## src/rtl/uart_rx_if.sv

```systemverilog
// uart_rx_if: byte stream and error status between the UART receiver and its consumer.
`default_nettype none

interface uart_rx_if;
   logic [7:0] rx_data;
   logic       rx_valid;
   logic       rx_ready;
   logic       frame_err;
   logic       overrun;
   logic       err_clear;

   modport master (
      output rx_data, rx_valid, frame_err, overrun,
      input  rx_ready, err_clear
   );

   modport slave (
      input  rx_data, rx_valid, frame_err, overrun,
      output rx_ready, err_clear
   );
endinterface

`default_nettype wire

```

## src/rtl/uart_rx.sv

```systemverilog
// uart_rx: 8N1 oversampling UART receiver feeding a show-ahead FIFO (rev 1.0).
`default_nettype none

module uart_rx #(
   parameter int CLKS_PER_BIT = 217,
   parameter int DEPTH        = 4
) (
   input  wire logic     CLK,
   input  wire logic     RST_N,
   input  wire logic     uart_line_in,
   uart_rx_if.master     bus
);

   localparam int CW = $clog2(CLKS_PER_BIT);
   localparam int AW = $clog2(DEPTH);
   localparam logic [CW-1:0] HALF_M1 = CW'(CLKS_PER_BIT / 2 - 1);
   localparam logic [CW-1:0] FULL_M1 = CW'(CLKS_PER_BIT - 1);

   localparam logic [2:0] S_IDLE      = 3'd0;
   localparam logic [2:0] S_START     = 3'd1;
   localparam logic [2:0] S_DATA      = 3'd2;
   localparam logic [2:0] S_STOP      = 3'd3;
   localparam logic [2:0] S_WAIT_HIGH = 3'd4;

   logic          sync1_q, sync1_d, sync2_q, sync2_d;
   logic [2:0]    state_q, state_d;
   logic [CW-1:0] cnt_q, cnt_d;
   logic [2:0]    idx_q, idx_d;
   logic [7:0]    sh_q, sh_d;
   logic          push_q, push_d;
   logic          frame_err_q, frame_err_d;
   logic          overrun_q, overrun_d;
   logic [AW:0]   wr_ptr_q, wr_ptr_d, rd_ptr_q, rd_ptr_d;
   logic [7:0]    mem_q [DEPTH];
   logic [7:0]    mem_d [DEPTH];

   logic s, empty, full, pop, wr_en, ovf;

   assign s = sync2_q;

   always_comb begin
      sync1_d     = uart_line_in;
      sync2_d     = sync1_q;
      state_d     = state_q;
      cnt_d       = cnt_q;
      idx_d       = idx_q;
      sh_d        = sh_q;
      push_d      = 1'b0;
      frame_err_d = 1'b0;
      case (state_q)
         S_IDLE: begin
            cnt_d = '0;
            if (!s) state_d = S_START;
         end
         S_START: begin
            if (cnt_q == HALF_M1) begin
               cnt_d   = '0;
               idx_d   = 3'd0;
               state_d = s ? S_IDLE : S_DATA;
            end else begin
               cnt_d = cnt_q + CW'(1);
            end
         end
         S_DATA: begin
            if (cnt_q == FULL_M1) begin
               cnt_d = '0;
               sh_d  = {s, sh_q[7:1]};
               idx_d = idx_q + 3'd1;
               if (idx_q == 3'd7) state_d = S_STOP;
            end else begin
               cnt_d = cnt_q + CW'(1);
            end
         end
         S_STOP: begin
            if (cnt_q == FULL_M1) begin
               cnt_d = '0;
               // Leaving at mid-stop-bit lets an immediately following start edge be seen.
               if (s) begin
                  push_d  = 1'b1;
                  state_d = S_IDLE;
               end else begin
                  frame_err_d = 1'b1;
                  state_d     = S_WAIT_HIGH;
               end
            end else begin
               cnt_d = cnt_q + CW'(1);
            end
         end
         S_WAIT_HIGH: begin
            if (s) state_d = S_IDLE;
         end
         default: state_d = S_IDLE;
      endcase
   end

   // The assembled byte stays in sh_q until the next frame's data bits, so the
   // registered push can still write it one cycle after the stop sample.
   always_comb begin
      empty    = (wr_ptr_q == rd_ptr_q);
      full     = (wr_ptr_q[AW] != rd_ptr_q[AW]) && (wr_ptr_q[AW-1:0] == rd_ptr_q[AW-1:0]);
      pop      = !empty && bus.rx_ready;
      wr_en    = push_q && (!full || pop);
      ovf      = push_q && full && !pop;
      mem_d    = mem_q;
      if (wr_en) mem_d[wr_ptr_q[AW-1:0]] = sh_q;
      wr_ptr_d = wr_ptr_q + {{AW{1'b0}}, wr_en};
      rd_ptr_d = rd_ptr_q + {{AW{1'b0}}, pop};
      overrun_d = ovf | (overrun_q & ~bus.err_clear);
   end

   always_ff @(posedge CLK or negedge RST_N) begin
      if (!RST_N) begin
         sync1_q     <= 1'b1;
         sync2_q     <= 1'b1;
         state_q     <= S_IDLE;
         cnt_q       <= '0;
         idx_q       <= '0;
         sh_q        <= '0;
         push_q      <= 1'b0;
         frame_err_q <= 1'b0;
         overrun_q   <= 1'b0;
         wr_ptr_q    <= '0;
         rd_ptr_q    <= '0;
         for (int i = 0; i < DEPTH; i++) mem_q[i] <= '0;
      end else begin
         sync1_q     <= sync1_d;
         sync2_q     <= sync2_d;
         state_q     <= state_d;
         cnt_q       <= cnt_d;
         idx_q       <= idx_d;
         sh_q        <= sh_d;
         push_q      <= push_d;
         frame_err_q <= frame_err_d;
         overrun_q   <= overrun_d;
         wr_ptr_q    <= wr_ptr_d;
         rd_ptr_q    <= rd_ptr_d;
         mem_q       <= mem_d;
      end
   end

   assign bus.rx_valid  = !empty;
   assign bus.rx_data   = mem_q[rd_ptr_q[AW-1:0]];
   assign bus.frame_err = frame_err_q;
   assign bus.overrun   = overrun_q;

endmodule

`default_nettype wire

```

## src/flat_wrapper.sv

```systemverilog
// flat-port wrapper written by rule: the top's interface ports become plain ports
module uart_rx_flat 
#(
   parameter int CLKS_PER_BIT = 217,
   parameter int DEPTH        = 4
)
  (CLK, RST_N, uart_line_in, bus_rx_data, bus_rx_valid, bus_frame_err, bus_overrun, bus_rx_ready, bus_err_clear);
  uart_rx_if bus_i ();
  input  wire logic CLK;
  input  wire logic RST_N;
  input  wire logic uart_line_in;
  output wire logic [$bits(bus_i.rx_data)-1:0] bus_rx_data;
  output wire logic [$bits(bus_i.rx_valid)-1:0] bus_rx_valid;
  output wire logic [$bits(bus_i.frame_err)-1:0] bus_frame_err;
  output wire logic [$bits(bus_i.overrun)-1:0] bus_overrun;
  input wire logic [$bits(bus_i.rx_ready)-1:0] bus_rx_ready;
  input wire logic [$bits(bus_i.err_clear)-1:0] bus_err_clear;
  assign bus_rx_data = bus_i.rx_data;
  assign bus_rx_valid = bus_i.rx_valid;
  assign bus_frame_err = bus_i.frame_err;
  assign bus_overrun = bus_i.overrun;
  assign bus_i.rx_ready = bus_rx_ready;
  assign bus_i.err_clear = bus_err_clear;
  uart_rx #(.CLKS_PER_BIT(CLKS_PER_BIT), .DEPTH(DEPTH)) u_core (.CLK(CLK), .RST_N(RST_N), .uart_line_in(uart_line_in), .bus(bus_i));
endmodule
```

## config.mk

```make
export PLATFORM = sky130hd
export DESIGN_NAME = uart_rx_flat
export DESIGN_NICKNAME = d
export VERILOG_FILES = /design/src/rtl/uart_rx_if.sv /design/src/rtl/uart_rx.sv /design/src/flat_wrapper.sv
export SDC_FILE = /design/constraint.sdc
export NUM_CORES = 1
export LEC_CHECK = 0
export CAP_MARGIN = 25
export CORE_MARGIN = 1.5
export CORE_UTILIZATION = 23
export CTS_CLUSTER_DIAMETER = 120
export DETAILED_ROUTE_END_ITERATION = 8
export PLACE_DENSITY = 0.41
export SYNTH_ARGS = -nofsm -noshare
export SYNTH_HDL_FRONTEND = slang
export SYNTH_SLANG_ARGS = --single-unit
```

## constraint.sdc

```tcl
create_clock -name CLK -period 2.55 [get_ports CLK]
set_input_delay 0.51 -clock CLK [delete_from_list [all_inputs] [get_ports CLK]]
set_output_delay 0.51 -clock CLK [all_outputs]
set_load 0.05 [all_outputs]
```

# Yosys cells after proc, flatten, opt, wreduce, memory -nomap -nowiden
# Cells that the tools add are included.
# op_classes
n_eq_ne	16
add_sub_neg	4
bitwise	5
reduce_logical	17
n_mux	27
n_lt_le_gt_ge	3
# ops
cell	count
8-bit 2-to-1 mux	5
32-bit bitwise mux	1
3-bit 2-to-1 mux	9
8-bit case mux with 3 select lines	1
8-bit binary-select mux with 2-bit select	1
8-bit demux with 2-bit select	1
3-bit case mux with 5 select lines	1
2-bit by 1-bit != test with 1-bit output, second input constant	5
8-bit by 1-bit adder with 8-bit output, second input constant	1
8-bit by 7-bit == test with 1-bit output, second input constant	1
8-bit == test, second input constant	1
3-bit by 1-bit adder with 3-bit output	2
3-bit by 2-bit == test with 1-bit output, second input constant	2
3-bit == test, second input constant	2
3-bit >= comparator, second input constant	2
1-bit logical AND	6
1-bit 2-to-1 mux	6
2-bit NOT with 3-bit output	2
3-bit case mux with 2 select lines	1
6-bit AND reduction	1
3-bit by 1-bit adder with 3-bit output, second input constant	1
3-bit by 1-bit == test with 1-bit output, second input constant	1
3-bit == test	1
1-bit zero test	3
other kinds (15)	15
# totals
out_inout_bits	11
register_bits	65
elab_cells	87
in_bits	5

# Depth between registers and ports, before layout
# Gate-level depths: netlist of run 1.
# depth
ltp_word	6
ltp_mapped	8
mapped_depth_nobuf	7

# Worst setup path after synthesis of run 1
# No wires, ideal clock.
# synth_path
path_kind	reg2reg
startpoint	register u_core.rd_ptr_q[0]
endpoint	register u_core.rd_ptr_q[2]
required_ns	2.426
arrival_time_ns	1.852
setup_time_ns	0.124
path_buffers	1
path_stages_with_launch	9
setup_slack_ns	0.573
synth_period_minus_slack_ns	1.977
cell_sequence	dfrtp_1 -> buf_6 -> xor2_2 -> nor2_1 -> nand2_1 -> and2_1 -> ha_1 -> ha_1 -> xor2_1
# synth_between
elab_chain_len	4
# synth_rtl
item	line_no	text
start, declared	uart_rx.sv:33	logic [AW:0] wr_ptr_q, wr_ptr_d, rd_ptr_q, rd_ptr_d;
start signal, assigned	uart_rx.sv:136	rd_ptr_q <= rd_ptr_d;
3-bit == test	uart_rx.sv:99	empty = (wr_ptr_q == rd_ptr_q);
1-bit zero test	-	
net bus_rx_valid	flat_wrapper.sv:13	output wire logic [$bits(bus_i.rx_valid)-1:0] bus_rx_valid;
1-bit logical AND	uart_rx.sv:101	pop = !empty && bus.rx_ready;
3-bit by 1-bit adder with 3-bit output	uart_rx.sv:107	rd_ptr_d = rd_ptr_q + {{AW{1'b0}}, pop};
net u_core.rd_ptr_d[2]	uart_rx.sv:33	
# The timed path passes the listed nets, and every way through them passes these cells.
# A chain may end at the register's enable or synchronous reset.

# Worst setup path after layout of run 1
# layout_path
startpoint	register u_core.rd_ptr_q[0]
endpoint	output bus_rx_data[1]
# layout_between
elab_chain_len	4
# layout_rtl
item	line_no	text
2-bit NOT with 3-bit output (not written as such)	uart_rx.sv:142	assign bus.rx_data = mem_q[rd_ptr_q[AW-1:0]];
8-bit binary-select mux with 2-bit select	uart_rx.sv:142	
8-bit 2-to-1 mux (not written as such) (2 in series)	uart_rx.sv:142	
end, declared	flat_wrapper.sv:12	output wire logic [$bits(bus_i.rx_data)-1:0] bus_rx_data;
# No other way between the ends. The select of a mux whose other input is x is not followed.

==> metrics.md, run 1 <==
| Metric | Value |
|---|---|
| Status | completed |
| Worst-path clk slew | 0.06 ns |
| Final hold vios | 0 |
| Pwr Density | 637 nW/um2 |
| Diode count | 0 |
| Tot GR Track Use | 9.16% |
| Largest net degree at the start of global routing | 45 |
| Gpl congestion | 0.729 |
| Most used DFF post-synth | dfrtp_1 |
| Comb power frac | 1.3% |
| Switching Share | 20.8% |
| Nets@finish | 257 |
| Max Root-Sink Buffers | 2 |
| HP Class | in2async |
| Detailed Route WL | 5730 um |
| CTS Buf Count | 9 |
| Worst slew margin | 63.9% |
| Max incr delay on CP | 0.59 ns |
| CP Cell Sequence | buf_4, mux4_1, buf_4 |
| CTS tree | done |
| Slew @ Worst Pin | 0.542 ns |
| Final setup viols | 0 |
| Clk_lat worst skew | 0.33 ns |
| Syn_nets | 237 |
| Die area | 13800 um2 |
| Seq pwr share | 44.2% |
| Starting Density | 23.7% |
| Clock Power Share | 54.5% |
| Initial antenna violation count | 0 |
| Final Max Tran Viols | 0 |
| Top post-synthesis cells by area | dfrtp_1 (52%), mux2_2 (12%), mux4_2 (5.2%), mux2_4 (4.0%), ha_1 (3.3%) |
| Post-synth top area share | 52.2% |
| Power Total | 0.00234 W |
| Clock root buffer master | clkbuf_16 |
| Post-Synthesis Cell Area | 3020 um2 |
| P_leak | 1.73 nW |
| DRT iter0 DRCs | 83 |
| Part of the cycle the worst path needs | 92.8% |
| Distinct cells, synth | 46 |
| Post-route ant nets | 0 |
| H-tree depth | 3 |
| Max Fclk | 423 MHz |
| VDD IR max | 0.000226 V |
| TNS Setup | 0 ns |
| DR WL/cell | 13.6 um |
| Vias in the first global route | 1820 |
| Cell mode on critical path | buf_4 |
| DRC viols | 0 |
| Yosys reg bits | 65 |
| Ports | 16 |
| Synth Instances | 224 |
| Rows | 41 |
| Die Span X | 118 um |
| Post-synth top cells | dfrtp_1 (63), mux2_2 (32), nand2_1 (13), nor2_1 (10) |
| CP Data Arrival Time | 1.86 ns |
| Pint | 0.00186 W |
| RSZ-0062 raised after global routing | no |
| Final HPWL DP | 3940 um |
| First-pass GRT wire length | 9840 um |
| Crit end category | output port |
| WS Path Type | reg2out |
| Syn-to-layout area delta | 22.0% |
| CP Launch Type | flip-flop |
| Seq/Total Area, Yosys | 54.0% |
| Final Critical Period | 2.37 ns |
| FFs w/ async S/R, synth | 100% |
| Yosys top cell by area | dfrtp_1 |
| Layout cells sized above 1 | 34.9% |
| Avg Inst Size Synth | 13.5 um2 |
| Slowest cell on crit path | mux4_1 |
| Total number of vias | 1776 |
| Most common cell in the netlist | dfrtp_1 |
| DIE HEIGHT | 118 um |
| Via/cell ratio | 4.22 |
| First-pass DRT Iterations | 4 |
| Yosys synthesis warning count | 0 |
| NetSw | 0.000487 W |
| Post-CTS setup buffer count | 0 |
| Clock sink count | 65 |
| CTS resizes | 0 |
| Core Box Area | 12700 um2 |
| GRT overflow | 0 |
| CTS Hold Buffers Added | 0 |
| Port Buffer Count | 15 |
| Critical Path RT | 2.04 ns |
| Post-synth EDFFs | 0 |
| Max Clock Skew | 0.00675 ns |
| Max-cap violations | 0 |
| Crit-path max FO | 7 |
| Post-layout util | 29.0% |
-- final cells by class --
cell class | count | area, um2
repair buffers | 22 | 200
clock buffers | 11 | 253
inverters | 5 | 18.8
clock inverters | 5 | 62.6
well taps | 172 | 215
fillers | 1339 | 9040
flip-flops and latches | 65 | 1630
multi-input cells | 141 | 1310
-- per-stage QoR --
| step | hold slack (ns) | cells | area [um2] | setup WS [ns] |
|---|---|---|---|---|
| 4_1_cts | 0.173 | 421 | 3680 | 0.0992 |
| 3_5_place_dp | 0.353 | 405 | 3370 | 0.158 |
| 5_1_grt | 0.191 | 421 | 3680 | 0.0577 |
| 3_3_place_gp | 0.348 | 405 | 3370 | 0.209 |
| 2_1_floorplan | 0.214 | 224 | 3020 | 0.573 |
| 6_report | 0.155 | 421 | 3680 | 0.184 |
-- state kept, by name, summed over array words and instances, names as in the netlist, 3 cells and up --
signal,count
u_core.state_q,3
u_core.mem_q,32
u_core.idx_q,3
u_core.rd_ptr_q,3
u_core.cnt_q,8
u_core.sh_q,8
u_core.wr_ptr_q,3
-- placed cells by master (no fill, tap or decap), types with 2 or more instances in the layout --
master / synthesis / final
clkdlybuf4s50_1: 0 / 5
dfstp_2: 2 / 2
buf_4: 1 / 14
xor2_1: 2 / 2
clkinvlp_4: 0 / 2
or3_1: 3 / 3
o21ai_0: 7 / 7
nor3_1: 7 / 7
nand2_1: 13 / 13
mux2_2: 32 / 32
nor2_1: 10 / 10
mux4_2: 7 / 7
o22ai_1: 2 / 2
inv_1: 5 / 5
clkbuf_8: 0 / 2
a21oi_1: 5 / 5
xor2_2: 2 / 2
a22o_1: 2 / 2
nand3_1: 2 / 2
mux2_4: 8 / 8
ha_1: 8 / 8
and3b_1: 2 / 2
nand2b_1: 2 / 2
and3_1: 2 / 2
dfrtp_1: 63 / 63
o211ai_1: 5 / 5
nor4_2: 1 / 2
clkbuf_16: 0 / 9
buf_12: 0 / 2
-- worst max-delay path: cells and delay by family, from the launching register on --
family	cells	cell delay (ns)
mux	1	0.59
buf+inv	2	0.46
flops	1	0.46
-- per-layer routing --
layer  vias to the layer above  share of wire [%]  track usage [%]
li1                        854                  -                -
met1                       895                 49             12.2
met3                         8                2.7             3.25
met2                        19                 46             13.3
met4                         0                1.9             4.34
met5                         -                  0                0
-- power groups by stage --
stage	clock (W)	sequential [W]	combinational (W)
2_1_floorplan	0	0.00105	0.000000631
3_3_place_gp	0	0.00105	0.0000326
3_5_place_dp	0	0.00105	0.0000325
4_1_cts	0.00133	0.00104	0.0000325
5_1_grt	0.00137	0.00104	0.0000362
6_report	0.00128	0.00104	0.0000296
-- kinds of logic after synthesis --
logic type / count (synthesis) / share of synthesized area (%)
fa+ha+maj: 8 / 3.32
buf+inv: 18 / 3.03
simple gates: 54 / 10.1
flops: 65 / 54.0
xor+xnor: 5 / 1.95
compound gates: 24 / 4.97
mux: 50 / 22.7
-- worst paths after layout --
kind | from | end | slack, ns | depth (start not counted)
setup / recovery | u_core.rd_ptr_q[0] | bus_rx_data[1] | 0.18 | 3
max in group asynchronous | RST_N | u_core.mem_q[27] | 1.77 | 2
hold reg to reg | u_core.sync1_q | u_core.s | 0.36 | 0
hold / removal | RST_N | u_core.rd_ptr_q[2] | 0.16 | 1
min in group CLK | u_core.sync1_q | u_core.s | 0.36 | 0
setup reg to reg | u_core.wr_ptr_q[0] | u_core.mem_q[4] | 0.54 | 4
Note: power is estimated with default switching activity, not from simulation.
==> run 2: changes to the inputs <==
--- a/config.mk
+++ b/config.mk
@@ -10,6 +10,7 @@
 export CORE_UTILIZATION = 23
 export CTS_CLUSTER_DIAMETER = 120
 export DETAILED_ROUTE_END_ITERATION = 8
+export MAX_ROUTING_LAYER = met4
 export PLACE_DENSITY = 0.41
 export SYNTH_ARGS = -nofsm -noshare
 export SYNTH_HDL_FRONTEND = slang
==> run 2 against run 1 <==
  * First-iteration DRC count grew 8.4%
  * Worst hold slack gained 0.00050 ns
  * Clock skew is essentially flat
  * Critical path depth is the same
  * Design area is the same
  * Utilization is the same
  * Non-clock buffer count is the same
  * Clock-buffer cell count is the same
  * Maximum frequency is essentially flat
==> metrics.md, run 2 (synthesis gave the netlist of run 1 again) <==
| Metric | Value |
|---|---|
| TNS Setup | 0 ns (unchanged) |
| Die Span X | 118 um (unchanged) |
| CTS Hold Buffers Added | 0 (unchanged) |
| P_leak | 1.73 nW (unchanged) |
| Most frequent cells in the layout | dfrtp_1 (63), mux2_2 (32), buf_4 (14) |
| Max FFs per register | 32 (unchanged) |
| DRT iter0 DRCs | 90 (+8.4%) |
| CTS resizes | 0 (unchanged) |
| RSZ-0062 raised after global routing | no |
| DR WL/cell | 13.6 um (-0.26%) |
| Fin area | 3680 um2 (unchanged) |
| Rows | 41 (unchanged) |
| CP Launch Type | flip-flop |
| Gpl congestion | 0.738 (+1.2%) |
| Core Box Area | 12700 um2 (unchanged) |
| Post-DP Area | 3370 um2 (unchanged) |
| Largest registers | u_core.mem_q (32), u_core.cnt_q (8), u_core.sh_q (8) |
| Comb power frac | 1.3% (about the same) |
| GR peak layer | met2 |
| CTS Buf Count | 9 (unchanged) |
| Via/cell ratio | 4.21 (-0.11%) |
| Ports | 16 (unchanged) |
| DRC viols | 0 (unchanged) |
| Die area | 13800 um2 (unchanged) |
| Slew @ Worst Pin | 0.542 ns (-0.00000131 ns) |
| Final setup viols | 0 (unchanged) |
| Pint | 0.00186 W (about the same) |
| Total number of vias | 1774 (-0.11%) |
| Worst-path clk slew | 0.06 ns (about the same) |
| CP Data Arrival Time | 1.85 ns (about the same) |
| Status | completed |
| R2r setup slk | 0.54 ns (about the same) |
| Routing usage on met3 | 3.25% (unchanged) |
| VDD IR max | 0.000226 V (-0.19%) |
| Final hold vios | 0 (unchanged) |
| Nets@finish | 257 (unchanged) |
| First-pass DRT Iterations | 4 (unchanged) |
| Final HPWL DP | 3940 um (unchanged) |
| Layout filler cell count | 1339 (unchanged) |
| DIE HEIGHT | 118 um (unchanged) |
| First-pass GRT wire length | 9810 um (-0.28%) |
| H-tree depth | 3 (unchanged) |
| Post-route ant nets | 0 (unchanged) |
| Reg with most FFs | u_core.mem_q |
| Port Buffer Count | 15 (unchanged) |
| Reg area | 1630 um2 (unchanged) |
| Reg-to-reg endpoint | u_core.mem_q[4] |
| Final Max Tran Viols | 0 (unchanged) |
| Layout cells sized above 1 | 34.9% (unchanged) |
| Max Clock Skew | 0.00672 ns (-0.0000367 ns) |
| Clock Power Share | 54.5% (about the same) |
| WS Path Type | reg2out |
| Part of the cycle the worst path needs | 92.7% (about the same) |
| Max Root-Sink Buffers | 2 (unchanged) |
| Post-CTS setup buffer count | 0 (unchanged) |
| Max-cap violations | 0 (unchanged) |
| Seq pwr share | 44.2% (about the same) |
| Clk_lat worst skew | 0.33 ns (about the same) |
| GRT overflow | 0 (unchanged) |
| NetSw | 0.000486 W (-0.36%) |
| Max Fclk | 423 MHz (about the same) |
| Most common cell after layout, fill and taps aside | dfrtp_1 |
| Reg2reg start | u_core.wr_ptr_q[0] |
| Vias in the first global route | 1818 (-0.11%) |
| CTS tree | done |
| GR Util met1 | 12.1% (-0.061 points) |
| Final Critical Period | 2.36 ns (-0.00144 ns) |
| Met2 usage | 13.3% (+0.037 points) |
| Crit-path max FO | 7 (unchanged) |
| Clock root buffer master | clkbuf_16 |
| Worst-case reg-to-reg path depth | 4 (unchanged) |
| HP Class | in2async |
| Area of the multi-input gates | 1310 um2 (unchanged) |
| Critical Path RT | 2.04 ns (about the same) |
| Starting Density | 23.7% (unchanged) |
| Detailed Route WL | 5710 um (-0.26%) |
| Clock sink count | 65 (unchanged) |
| Initial antenna violation count | 0 (unchanged) |
| Tot GR Track Use | 9.38% (+0.22 points) |
| Syn-to-layout area delta | 22.0% (unchanged) |
| Switching Share | 20.7% (-0.059 points) |
| Worst slew margin | 63.9% (about the same) |
| Largest net degree at the start of global routing | 45 (unchanged) |
| Diode count | 0 (unchanged) |
| Pwr Density | 636 nW/um2 (about the same) |
| Crit end category | output port |
[run 2: cell counts in the layout (fill, tap and decap cells not counted)]
Identical to the previous run, type by type.
[run 2: layout make-up]
type                    count  share of cell area [%]
clock buffers              11                    6.86
repair buffers             22                    5.43
inverters                   5                   0.510
clock inverters             5                    1.70
flip-flops and latches     65                    44.2
well taps                 172                    5.84
multi-input cells         141                    35.4
[run 2: worst max-delay path by stage]
stage                                   from                  to  slack (ns)  depth (start not counted)
after floorplan           u_core.rd_ptr_q[0]  u_core.rd_ptr_q[2]        0.57                          8
after global placement          bus_rx_ready     u_core.mem_q[0]        0.21                          4
after detailed placement        bus_rx_ready     u_core.mem_q[4]        0.16                          4
after CTS                 u_core.rd_ptr_q[0]      bus_rx_data[1]         0.1                          3
after global routing      u_core.rd_ptr_q[0]      bus_rx_data[1]        0.06                          3
final                     u_core.rd_ptr_q[0]      bus_rx_data[1]        0.19                          3
[run 2: metrics by stage]
stage	power (W)	utilization, %	setup slack, ns	hold slack, ns	cells
floorplan	0.00106	-	0.573	0.214	224
CTS	0.00239	29.0	0.0992	0.173	421
detailed placement	0.00109	26.5	0.158	0.353	405
global route	0.00244	29.0	0.0590	0.193	421
global placement	0.00109	26.5	0.209	0.348	405
finish	0.00234	29.0	0.185	0.156	421
[run 2: worst max-delay path: stages, from the launching register on]
cell     delay, ns
dfrtp_1       0.46
buf_4         0.25
mux4_1        0.59
buf_4         0.21
[run 2: power by group through the flow]
| stage | Clock, W | Combinational, W | Sequential (W) |
|---|---|---|---|
| after floorplan | 0 | 0.000000631 | 0.00105 |
| after global placement | 0 | 0.0000326 | 0.00105 |
| after detailed placement | 0 | 0.0000325 | 0.00105 |
| after CTS | 0.00133 | 0.0000325 | 0.00104 |
| after global routing | 0.00137 | 0.0000362 | 0.00104 |
| final | 0.00128 | 0.0000296 | 0.00104 |
[run 2: metal layers]
| metal | up-vias | share of wire [%] |
|---|---|---|
| li1 | 852 | - |
| met3 | 10 | 3.2 |
| met2 | 18 | 46 |
| met1 | 894 | 49 |
| met5 | - | 0 |
| met4 | 0 | 1.6 |
==> run 3: changes to the inputs <==
--- a/config.mk
+++ b/config.mk
@@ -5,13 +5,16 @@
 export SDC_FILE = /design/constraint.sdc
 export NUM_CORES = 1
 export LEC_CHECK = 0
+export ABC_AREA = 1
 export CAP_MARGIN = 25
+export CELL_PAD_IN_SITES_DETAIL_PLACEMENT = 1
+export CELL_PAD_IN_SITES_GLOBAL_PLACEMENT = 2
 export CORE_MARGIN = 1.5
 export CORE_UTILIZATION = 23
 export CTS_CLUSTER_DIAMETER = 120
 export DETAILED_ROUTE_END_ITERATION = 8
 export MAX_ROUTING_LAYER = met4
-export PLACE_DENSITY = 0.41
+export PLACE_DENSITY = 0.56
 export SYNTH_ARGS = -nofsm -noshare
 export SYNTH_HDL_FRONTEND = slang
 export SYNTH_SLANG_ARGS = --single-unit
==> run 3 against run 2 <==
  * Synthesized cell count up 69%
  * Wire length up 48%
  * Setup slack better by 0.17 ns
  * Maximum frequency up 7.6%
  * Sequential share of layout area down 2.5 points
  * Flip-flop and latch count unchanged
  * Critical path depth up 1
  * Clock-buffer cell count unchanged
  * Die area up 7.0%
  * Sequential power up 6%
  * Clock skew down 0.0026 ns
  * Critical path type unchanged
  * Critical endpoint is now bus_rx_data[7]
  * Largest cell class unchanged
==> metrics.md, run 3 <==
| Metric | Value |
|---|---|
| Critical Path RT | 2.04 ns (about the same) |
| DIE HEIGHT | 122 um (+3.4%) |
| DRC viols | 0 (unchanged) |
| Port Buffer Count | 15 (unchanged) |
| Yosys top cell by area | dfrtp_1 |
| Worst slew margin | 64.5% (+0.65 points) |
| Most used DFF post-synth | dfrtp_1 |
| Final hold vios | 0 (unchanged) |
| R2r setup slk | 0.75 ns (+0.21 ns) |
| DR WL/cell | 14.6 um (+7.6%) |
| Post-Synthesis Cell Area | 3240 um2 (+7.2%) |
| Final HPWL DP | 5970 um (+52%) |
| Largest registers | u_core.mem_q (32), u_core.cnt_q (8), u_core.sh_q (8) |
| Initial antenna violation count | 0 (unchanged) |
| Crit-path max FO | 11 (+4) |
| Rows | 43 (+4.9%) |
| Gpl congestion | 0.745 (+1.0%) |
| Post-CTS setup buffer count | 0 (unchanged) |
| Crit end category | output port |
| Diode count | 0 (unchanged) |
| CTS Hold Buffers Added | 0 (unchanged) |
| Layout filler cell count | 1607 (+20%) |
| Post-layout util | 28.2% (-0.71 points) |
| CP top delay family | flip-flops |
| FFs w/ async S/R, synth | 100% (unchanged) |
| CP Launch Type | flip-flop |
| Core Box Area | 13800 um2 (+8.7%) |
| Yosys reg bits | 65 (unchanged) |
| Final Max Tran Viols | 0 (unchanged) |
| Tot GR Track Use | 13.4% (+4.0 points) |
| CP Cell Sequence | inv_1, o21ai_0, o22ai_1, buf_12 |
| Max Fclk | 455 MHz (+7.6%) |
| Max-cap violations | 0 (unchanged) |
| Final Critical Period | 2.20 ns (-0.166 ns) |
| Most common cell after layout, fill and taps aside | nand2_1 |
| Largest net degree at the start of global routing | 50 (+11%) |
| Max Clock Skew | 0.00410 ns (-0.00262 ns) |
| Most common cell in the netlist | nand2_1 |
| Die area | 14800 um2 (+7.0%) |
| First-pass DRT Iterations | 4 (unchanged) |
| Starting Density | 23.4% (-0.33 points) |
| Reg with most FFs | u_core.mem_q |
| Vias in the first global route | 2802 (+54%) |
| Part of the cycle the worst path needs | 86.2% (-6.5 points) |
| Post-synth EDFFs | 0 (unchanged) |
| Worst-path clk slew | 0.05 ns (about the same) |
| Clock root buffer master | clkbuf_16 |
| Slowest cell on crit path | dfrtp_1 |
| Via/cell ratio | 4.54 (+7.8%) |
| H-tree depth | 3 (unchanged) |
| RSZ-0062 raised after global routing | no |
| Max incr delay on CP | 0.51 ns (-0.08 ns) |
| Syn-to-layout area delta | 20.7% |
| Max FFs per register | 32 (unchanged) |
| Clk_lat worst skew | 0.33 ns (about the same) |
| Area of the multi-input gates | 1400 um2 (+6.9%) |
| Ports | 16 (unchanged) |
| Detailed Route WL | 8440 um (+48%) |
| Clock sink count | 65 (unchanged) |
| First-pass GRT wire length | 14500 um (+48%) |
| Top post-synthesis cells by area | dfrtp_1 (49%), nand2_1 (14%), nand4_1 (6.8%), o21ai_0 (4.3%), nor2_1 (3.6%) |
| Total number of vias | 2626 (+48%) |
| P_leak | 1.90 nW (+9.7%) |
| HP Class | in2async |
| TNS Setup | 0 ns (unchanged) |
| Post-synth top cells | nand2_1 (119), dfrtp_1 (63), nand4_1 (35), nor2_1 (31), o21ai_0 (28) |
| Yosys synthesis warning count | 0 (unchanged) |
| CTS tree | done |
| Seq/Total Area, Yosys | 50.3% (-3.6 points) |
| Die Span X | 122 um (+3.4%) |
| CP Data Arrival Time | 1.69 ns (-0.16 ns) |
| Reg2reg start | u_core.rd_ptr_q[0] |
| WS Path Type | reg2out |
| Pwr Density | 903 nW/um2 (+42%) |
| Nets@finish | 407 (+58%) |
| Status | completed |
| Synth Instances | 378 (+69%) |
| Max Root-Sink Buffers | 2 (unchanged) |
| CTS resizes | 0 (unchanged) |
| Post-synth top area share | 48.7% (-3.5 points) |
| Worst Setup SP | u_core.rd_ptr_q[1] |
| GRT overflow | 0 (unchanged) |
| Slew @ Worst Pin | 0.531 ns (-0.0103 ns) |
| Avg Inst Size Synth | 8.56 um2 (-36%) |
| VDD IR max | 0.000272 V (+20%) |
| Post-route ant nets | 0 (unchanged) |
| Worst path bufs/invs | 2 (unchanged) |
| Reg area | 1630 um2 (unchanged) |
| Layout cells sized above 1 | 10.8% (-24 points) |
| Most frequent cells in the layout | nand2_1 (119), dfrtp_1 (63), nand4_1 (35) |
| DRT iter0 DRCs | 131 (+46%) |
| Final setup viols | 0 (unchanged) |
| Distinct cells, synth | 31 (-33%) |
| Syn_nets | 391 (+65%) |
| CTS Buf Count | 9 (unchanged) |
==> run 3: path summary, 6_finish.rpt <==
path / cells past startpoint / end
min in group CLK: 0 / u_core.s
max in group asynchronous: 2 / u_core.mem_q[1]
min: 1 / u_core.bus.overrun
min reg2reg: 0 / u_core.s
max: 4 / bus_rx_data[7]
max reg2reg: 9 / u_core.rd_ptr_q[2]
==> run 3: through the flow <==
stage	worst slack (ns)	cell area, um2	hold WS [ns]	total power [W]	instances
6_report	0.352	3910	0.106	0.00352	578
3_3_place_gp	0.580	3630	0.348	0.00238	563
3_5_place_dp	0.536	3630	0.347	0.00237	563
2_1_floorplan	0.377	3240	0.214	0.00184	378
5_1_grt	0.162	3910	0.134	0.00372	578
4_1_cts	0.304	3910	0.111	0.00360	578
==> run 3: cell type report <==
type	count	area share (%)
clock buffers	11	5.96
repair buffers	20	6.98
clock inverters	4	1.15
flip-flops and latches	65	41.7
inverters	28	2.69
well taps	180	5.77
multi-input cells	270	35.7
==> run 3: report_power, final <==
part	internal, W	switching, W
clock network	0.000746	0.000444
logic	0.000481	0.000754
registers	0.00106	0.0000394
==> run 3: logic make-up (layout without fill, tap and decap cells) <==
group	count (synthesis)	count (layout)	share of synthesized area, %
simple gates	211	211	30.7
flops	65	65	50.3
compound gates	44	44	7.42
buf+inv	43	63	6.53
fa+ha+maj	8	8	3.09
xor+xnor	7	7	1.89
==> run 3: layer usage <==
metal	up-vias	share of wire [%]	global-route usage, %
li1	1290	-	-
met3	13	3.6	3.75
met5	-	0	-
met4	0	1.6	4.85
met1	1287	47	16.2
met2	36	47	21.3
